`src/rtl/pipeline_stall_ctrl_pkg.sv`:
```
// Shared types for the rv32i pipeline stall controller.
//   stall_state_t   : controller state (run, load-use bubble, memory wait)
//   PerfW           : width of the performance counters
//   lu_mask_active  : true while a load-use flag must be ignored
package pipeline_stall_ctrl_pkg;

    localparam int unsigned PerfW = 32;

    typedef enum logic [1:0] {
        StRun      = 2'd0,
        StLuBubble = 2'd1,
        StMemWait  = 2'd2
    } stall_state_t;

    // The load-use flag stays high while the bubble drains; it must not re-trigger.
    function automatic logic lu_mask_active(input stall_state_t st, input logic lu_pend);
        return (st == StLuBubble) || ((st == StMemWait) && lu_pend);
    endfunction

endpackage

```
`src/rtl/pipeline_stall_ctrl_perf_counter.sv`:
```
// Free-running wrap-around event counter for the stall controller.
// Present only when STALL_PERF_CNT_EN is defined.
//   clk   : clock, rising edge
//   rst   : synchronous active-high reset, clears the count
//   en    : count this cycle
//   count : current count, wraps at 2**WIDTH
`ifdef STALL_PERF_CNT_EN
module pipeline_stall_ctrl_perf_counter #(
    parameter int unsigned WIDTH = 32
) (
    input  logic             clk,
    input  logic             rst,
    input  logic             en,
    output logic [WIDTH-1:0] count
);

    logic [WIDTH-1:0] count_q;

    always_ff @(posedge clk) begin
        if (rst) begin
            count_q <= '0;
        end else if (en) begin
            count_q <= count_q + WIDTH'(1);
        end
    end

    assign count = count_q;

endmodule
`endif

```
`src/rtl/pipeline_stall_ctrl.sv`:
```
// Pipeline stall controller for the 5-stage rv32i core.
// Turns cache handshakes, the load-use flag and the EX redirect into
// register enables, bubbles, flushes and cache request masks.
// Priority per cycle: freeze (cache wait) > load-use > branch redirect.
//
// Ports:
//   clk, rst                 : clock, synchronous active-high reset
//   load_use                 : load-use hazard from forwarding unit
//   br_taken                 : EX-stage redirect
//   imem_read / imem_resp    : fetch request / icache response
//   dmem_req / dmem_resp     : MEM-stage request / dcache response
//   load_*                   : PC and pipeline register enables
//   flush_if_id              : clear IF/ID to NOP
//   bubble_id_ex/ex_mem      : clear control word of ID/EX / EX/MEM
//   imem_mask / dmem_mask    : suppress a request already served during a freeze
//   err_timeout              : sticky, set after WAIT_TIMEOUT frozen cycles
//   perf_stall_cycles/bubbles: event counters
//
// Build option: STALL_PERF_CNT_EN adds the performance counters; when it is
// undefined both perf outputs are constant zero.
module pipeline_stall_ctrl
    import pipeline_stall_ctrl_pkg::*;
#(
    parameter int unsigned WAIT_TIMEOUT = 1023,
    parameter int unsigned CNT_W        = 10
) (
    input  logic             clk,
    input  logic             rst,
    input  logic             load_use,
    input  logic             br_taken,
    input  logic             imem_read,
    input  logic             imem_resp,
    input  logic             dmem_req,
    input  logic             dmem_resp,
    output logic             load_pc,
    output logic             load_if_id,
    output logic             load_id_ex,
    output logic             load_ex_mem,
    output logic             load_mem_wb,
    output logic             flush_if_id,
    output logic             bubble_id_ex,
    output logic             bubble_ex_mem,
    output logic             imem_mask,
    output logic             dmem_mask,
    output logic             err_timeout,
    output logic [PerfW-1:0] perf_stall_cycles,
    output logic [PerfW-1:0] perf_bubbles
);

    localparam logic [CNT_W-1:0] TimeoutVal = CNT_W'(WAIT_TIMEOUT);

    stall_state_t     state_q, state_d;
    logic             lu_pend_q, lu_pend_d;
    logic             imem_done_q, imem_done_d;
    logic             dmem_done_q, dmem_done_d;
    logic [CNT_W-1:0] freeze_cnt_q, freeze_cnt_d;
    logic             err_q, err_d;

    logic imem_pend, dmem_pend, freeze;
    logic lu_masked, lu_take;

    assign imem_pend = imem_read & ~imem_resp & ~imem_done_q;
    assign dmem_pend = dmem_req & ~dmem_resp & ~dmem_done_q;
    assign freeze    = imem_pend | dmem_pend;

    assign lu_masked = lu_mask_active(state_q, lu_pend_q);
    assign lu_take   = ~freeze & load_use & ~lu_masked;

    assign imem_mask   = imem_done_q;
    assign dmem_mask   = dmem_done_q;
    assign err_timeout = err_q;

    // Register enables, bubbles and flush.
    always_comb begin
        load_pc       = 1'b1;
        load_if_id    = 1'b1;
        load_id_ex    = 1'b1;
        load_ex_mem   = 1'b1;
        load_mem_wb   = 1'b1;
        flush_if_id   = 1'b0;
        bubble_id_ex  = 1'b0;
        bubble_ex_mem = 1'b0;
        if (freeze) begin
            load_pc     = 1'b0;
            load_if_id  = 1'b0;
            load_id_ex  = 1'b0;
            load_ex_mem = 1'b0;
            load_mem_wb = 1'b0;
        end else if (lu_take) begin
            // Branch operands are not valid yet, so a redirect is ignored here.
            load_pc       = 1'b0;
            load_if_id    = 1'b0;
            load_id_ex    = 1'b0;
            bubble_ex_mem = 1'b1;
        end else if (br_taken) begin
            flush_if_id  = 1'b1;
            bubble_id_ex = 1'b1;
        end
    end

    // State, done flags and freeze counter.
    always_comb begin
        state_d      = StRun;
        lu_pend_d    = 1'b0;
        imem_done_d  = 1'b0;
        dmem_done_d  = 1'b0;
        freeze_cnt_d = '0;
        err_d        = err_q;
        if (freeze) begin
            state_d      = StMemWait;
            // Remember an undrained load-use bubble across the wait.
            lu_pend_d    = lu_masked;
            imem_done_d  = imem_done_q | imem_resp;
            dmem_done_d  = dmem_done_q | dmem_resp;
            freeze_cnt_d = (freeze_cnt_q == TimeoutVal) ? freeze_cnt_q
                                                        : freeze_cnt_q + CNT_W'(1);
        end else if (lu_take) begin
            state_d = StLuBubble;
        end else if ((state_q == StMemWait) && lu_pend_q) begin
            state_d = StLuBubble;
        end
        if (freeze_cnt_d == TimeoutVal) begin
            err_d = 1'b1;
        end
    end

    always_ff @(posedge clk) begin
        if (rst) begin
            state_q      <= StRun;
            lu_pend_q    <= 1'b0;
            imem_done_q  <= 1'b0;
            dmem_done_q  <= 1'b0;
            freeze_cnt_q <= '0;
            err_q        <= 1'b0;
        end else begin
            state_q      <= state_d;
            lu_pend_q    <= lu_pend_d;
            imem_done_q  <= imem_done_d;
            dmem_done_q  <= dmem_done_d;
            freeze_cnt_q <= freeze_cnt_d;
            err_q        <= err_d;
        end
    end

`ifdef STALL_PERF_CNT_EN
    logic stall_evt, bubble_evt;

    assign stall_evt  = freeze | lu_take;
    assign bubble_evt = bubble_ex_mem | bubble_id_ex;

    pipeline_stall_ctrl_perf_counter #(
        .WIDTH (PerfW)
    ) u_stall_cnt (
        .clk   (clk),
        .rst   (rst),
        .en    (stall_evt),
        .count (perf_stall_cycles)
    );

    pipeline_stall_ctrl_perf_counter #(
        .WIDTH (PerfW)
    ) u_bubble_cnt (
        .clk   (clk),
        .rst   (rst),
        .en    (bubble_evt),
        .count (perf_bubbles)
    );
`else
    assign perf_stall_cycles = '0;
    assign perf_bubbles      = '0;
`endif

endmodule

```
`config.mk`:
```
export PLATFORM = sky130hd
export DESIGN_NAME = pipeline_stall_ctrl
export DESIGN_NICKNAME = d
export VERILOG_FILES = /design/src/rtl/pipeline_stall_ctrl_pkg.sv /design/src/rtl/pipeline_stall_ctrl_perf_counter.sv /design/src/rtl/pipeline_stall_ctrl.sv
export SDC_FILE = /design/constraint.sdc
export NUM_CORES = 1
export LEC_CHECK = 0
export BUFFER_PORTS_ARGS = -buffer_cell sky130_fd_sc_hd__buf_2
export CAP_MARGIN = 0
export CORE_MARGIN = 4
export CORE_UTILIZATION = 31
export DETAILED_ROUTE_END_ITERATION = 16
export PLACE_DENSITY = 0.74
export RECOVER_POWER = 25
export SLEW_MARGIN = 20
export SYNTH_ARGS = -nofsm -noshare
export SYNTH_HDL_FRONTEND = slang
export SYNTH_SLANG_ARGS = --single-unit
```
`constraint.sdc`:
```
create_clock -name clk -period 1.5 [get_ports clk]
set_input_delay 0.225 -clock clk [delete_from_list [all_inputs] [get_ports clk]]
set_output_delay 0.225 -clock clk [all_outputs]
set_load 0.05 [all_outputs]
```
==> impl_metrics.py <==
metrics = {
    "status": {
        "status": "finished, violations left",
        "violations": "negative setup slack",
    },
    "sta": {
        "fin_crit_ps": 1580,
        "rsz0062_at_grt": "yes",
        "max_freq_ghz": 0.635,
        "finalSetupViolations": 7,
        "timing.final.crit_share_pct": 105,
        "hold_viol_final": 0,
        "worstMarginPinSlew_ps": 603,
        "slew_viol_final": 0,
        "fin_ws_ps": -75.8,
        "relSlewSlack_pct": 60.0,
        "hold_ws_ps": 246,
        "skew_ps": 1.81,
    },
    "synthesis": {
        "synth-async-reset-ratio_pct": 0,
        "synthCells": 156,
        "ys_types": 37,
        "synth_area_um2": 1300,
        "synth_ff_type": "dfxtp_1",
        "synth-seq-area-share_pct": 24.6,
        "synth-seq-cells": 16,
        "avgSynthCellArea_um2": 8.33,
        "synth-edff-count": 0,
        "yosysWarnings": 0,
    },
    "layout": {
        "layout_common_cells": "conb_1, buf_4, nor2_1, buf_2, dfxtp_1",
        "diodes": 0,
        "area_growth_pct": 17.0,
        "design_area_um2": 1520,
        "final_common_cell": "conb_1",
        "nNetsFinal": 202,
        "post_route_cells_drive_above_1_share_pct": 33.9,
    },
    "power_and_ir_drop": {
        "swShare_pct": 47.6,
        "p_seq_share_pct": 32.7,
        "clkPwrFrac_pct": 24.6,
        "ir_drop_mv": 0.332,
        "pwr-share-comb_pct": 42.7,
        "p_leak_nw": 0.729,
        "p_int_uw": 709,
        "p_per_area_nw_per_um2": 890,
        "switchingPower_uw": 645,
        "power_mw": 1.35,
    },
    "die": {
        "rows": 23,
        "core_area_um2": 4030,
        "start_util_pct": 32.3,
        "dieArea_um2": 5290,
        "io_pins": 83,
        "die_w_um": 72.8,
        "die_y_um": 72.8,
    },
    "grt": {
        "grt_pass1_wl_um": 3650,
        "overflow": 0,
        "antenna_found_initial": 0,
        "grt_util_all_layers_pct": 8.69,
        "grt_pass1_vias": 807,
        "grt_max_degree": 12,
    },
    "setup_path": {
        "cp_slowest_stage_delay_ps": 340,
        "critical-path-top-delay-family": "flip-flops",
        "crit_start": "state_q[1]$_SDFF_PP0_",
        "startpoint_type": "register",
        "worstPathMaxFanout": 3,
        "criticalPathCategory": "reg -> out",
        "path_buf_inv": 1,
        "crit-reg2reg-launch": "freeze_cnt_q[7]$_SDFF_PP0_",
        "arrival_ps": 1350,
        "crit_path_end_kind": "primary output",
        "cp_slowest_cell": "dfxtp_2",
        "required_ps": 1270,
        "cp_cell_sequence": "nand2_2, mux2_4, nand2_4, and3_4, buf_8",
    },
    "route": {
        "wire_per_inst_um": 10.1,
        "dr_total_vias": 945,
        "drt_first_pass_iters": 4,
        "ant_nets": 0,
        "drtIter0Drc": 45,
        "drc": 0,
        "wl_um": 2440,
        "avgViaCountPerCell": 3.90,
    },
    "placed_design": {
        "dpl_cell_area_um2": 1350,
        "portBuffers": 18,
        "preCtsSetupSlack_ps": -16.6,
        "globalplace.congestion": 0.909,
        "dp_hpwl_um": 1820,
    },
    "clock_tree": {
        "cts_root_buf": "clkbuf_8",
        "cts_inserted_buffers": 3,
        "cts_tree": "built",
        "path_clk_slew_ps": 60,
        "clock_path_buffers": 2,
        "hold_buffers": 0,
        "cts_htree_levels": 1,
        "cts_sinks": 16,
        "clk-insertion-delay-late_ps": 250,
    },
    "flow_run": {
        "drv_cap": 0,
    },
    "hold_path": {
        "hp-class": "in -> reg",
        "min-delay-start": "imem_resp",
    },
}
==> final cells by class <==
class,instances,area (um^2)
fill,424,2510
multi-input combinational,130,766
sequential,16,334
timing repair buffer,40,307
tap,50,62.6
clock buffer,3,41.3
inverter,2,7.51
clock inverter,1,3.75
==> per-stage QoR <==
step	util, %	cells	TNS, ps
after floorplan	-	219	-372
after global placement	33.6	235	0
after detailed placement	33.6	235	-16.6
after CTS	37.5	242	-307
after global routing	37.8	242	-838
final	37.8	242	-312
==> flip-flops by register name (all words and copies together), names as in the netlist <==
signal and count:
freeze_cnt_q 10, dmem_mask 1, state_q 2, err_timeout 1, lu_pend_q 1, imem_mask 1
==> repair_timing <==
item                       CTS  global route
buffers inserted             3             0
resized for setup           26             3
pin swaps                    5             1
setup endpoints to repair    7             9
==> tightest hold or removal path, cell delays in order <==
cell	delay (ps)
buf_2	110
nor2_1	50
nor2_1	80
==> Yosys cell counts, types with 2 or more instances <==
library cell  count  share of area, %
a21oi_1           2              0.77
a31oi_1           2              0.96
and2_1            3               1.4
and3_1            3               1.4
and4_4            2               1.7
buf_4            69                40
dfxtp_1          16                25
inv_1             2              0.58
nand2_1           5               1.4
nand3_1           6               2.3
nand3b_1          2               1.2
nor2_1           11               3.2
nor3_1            2              0.77
nor3b_1           3               1.7
o21ai_0           4               1.5
xnor2_1           2               1.3
xor2_1            2               1.3
==> cells by family after synthesis <==
family | after synthesis | synth area share [%]
xor+xnor | 4 | 2.70
fa+ha+maj | 1 | 0.962
other cells | 1 | 0.288
simple gates | 41 | 18.2
compound gates | 17 | 9.34
mux | 3 | 2.79
buf+inv | 73 | 41.1
flops | 16 | 24.6
==> metal layers <==
| metal | vias up | GRT usage [%] | part of all wire, % | wire, um |
|---|---|---|---|---|
| li1 | 465 | - | - | - |
| met1 | 418 | 10.4 | 36 | 870 |
| met2 | 60 | 14.8 | 50 | 1220 |
| met3 | 2 | 3.17 | 13 | 328 |
| met4 | 0 | 1.84 | 0.62 | 15 |
| met5 | - | 0 | 0 | 0 |
==> path summary, 6_finish.rpt <==
check,depth (start not counted),slack (ps),endpoint
setup / recovery,5,-80,bubble_id_ex
hold / removal,3,250,imem_mask$_SDFF_PP0_
setup reg to reg,5,-20,err_timeout$_SDFFE_PP0N_
hold reg to reg,1,490,err_timeout$_SDFFE_PP0N_
==> power by group through the flow <==
stage	Clock, mW	Sequential (mW)	Combinational, mW
3_5_place_dp	0	0.449	0.528
3_3_place_gp	0	0.449	0.526
6_report	0.333	0.443	0.578
5_1_grt	0.367	0.444	0.604
4_1_cts	0.348	0.442	0.570
2_1_floorplan	0	0.460	0.618
Note: power is estimated with default switching activity, not from simulation.
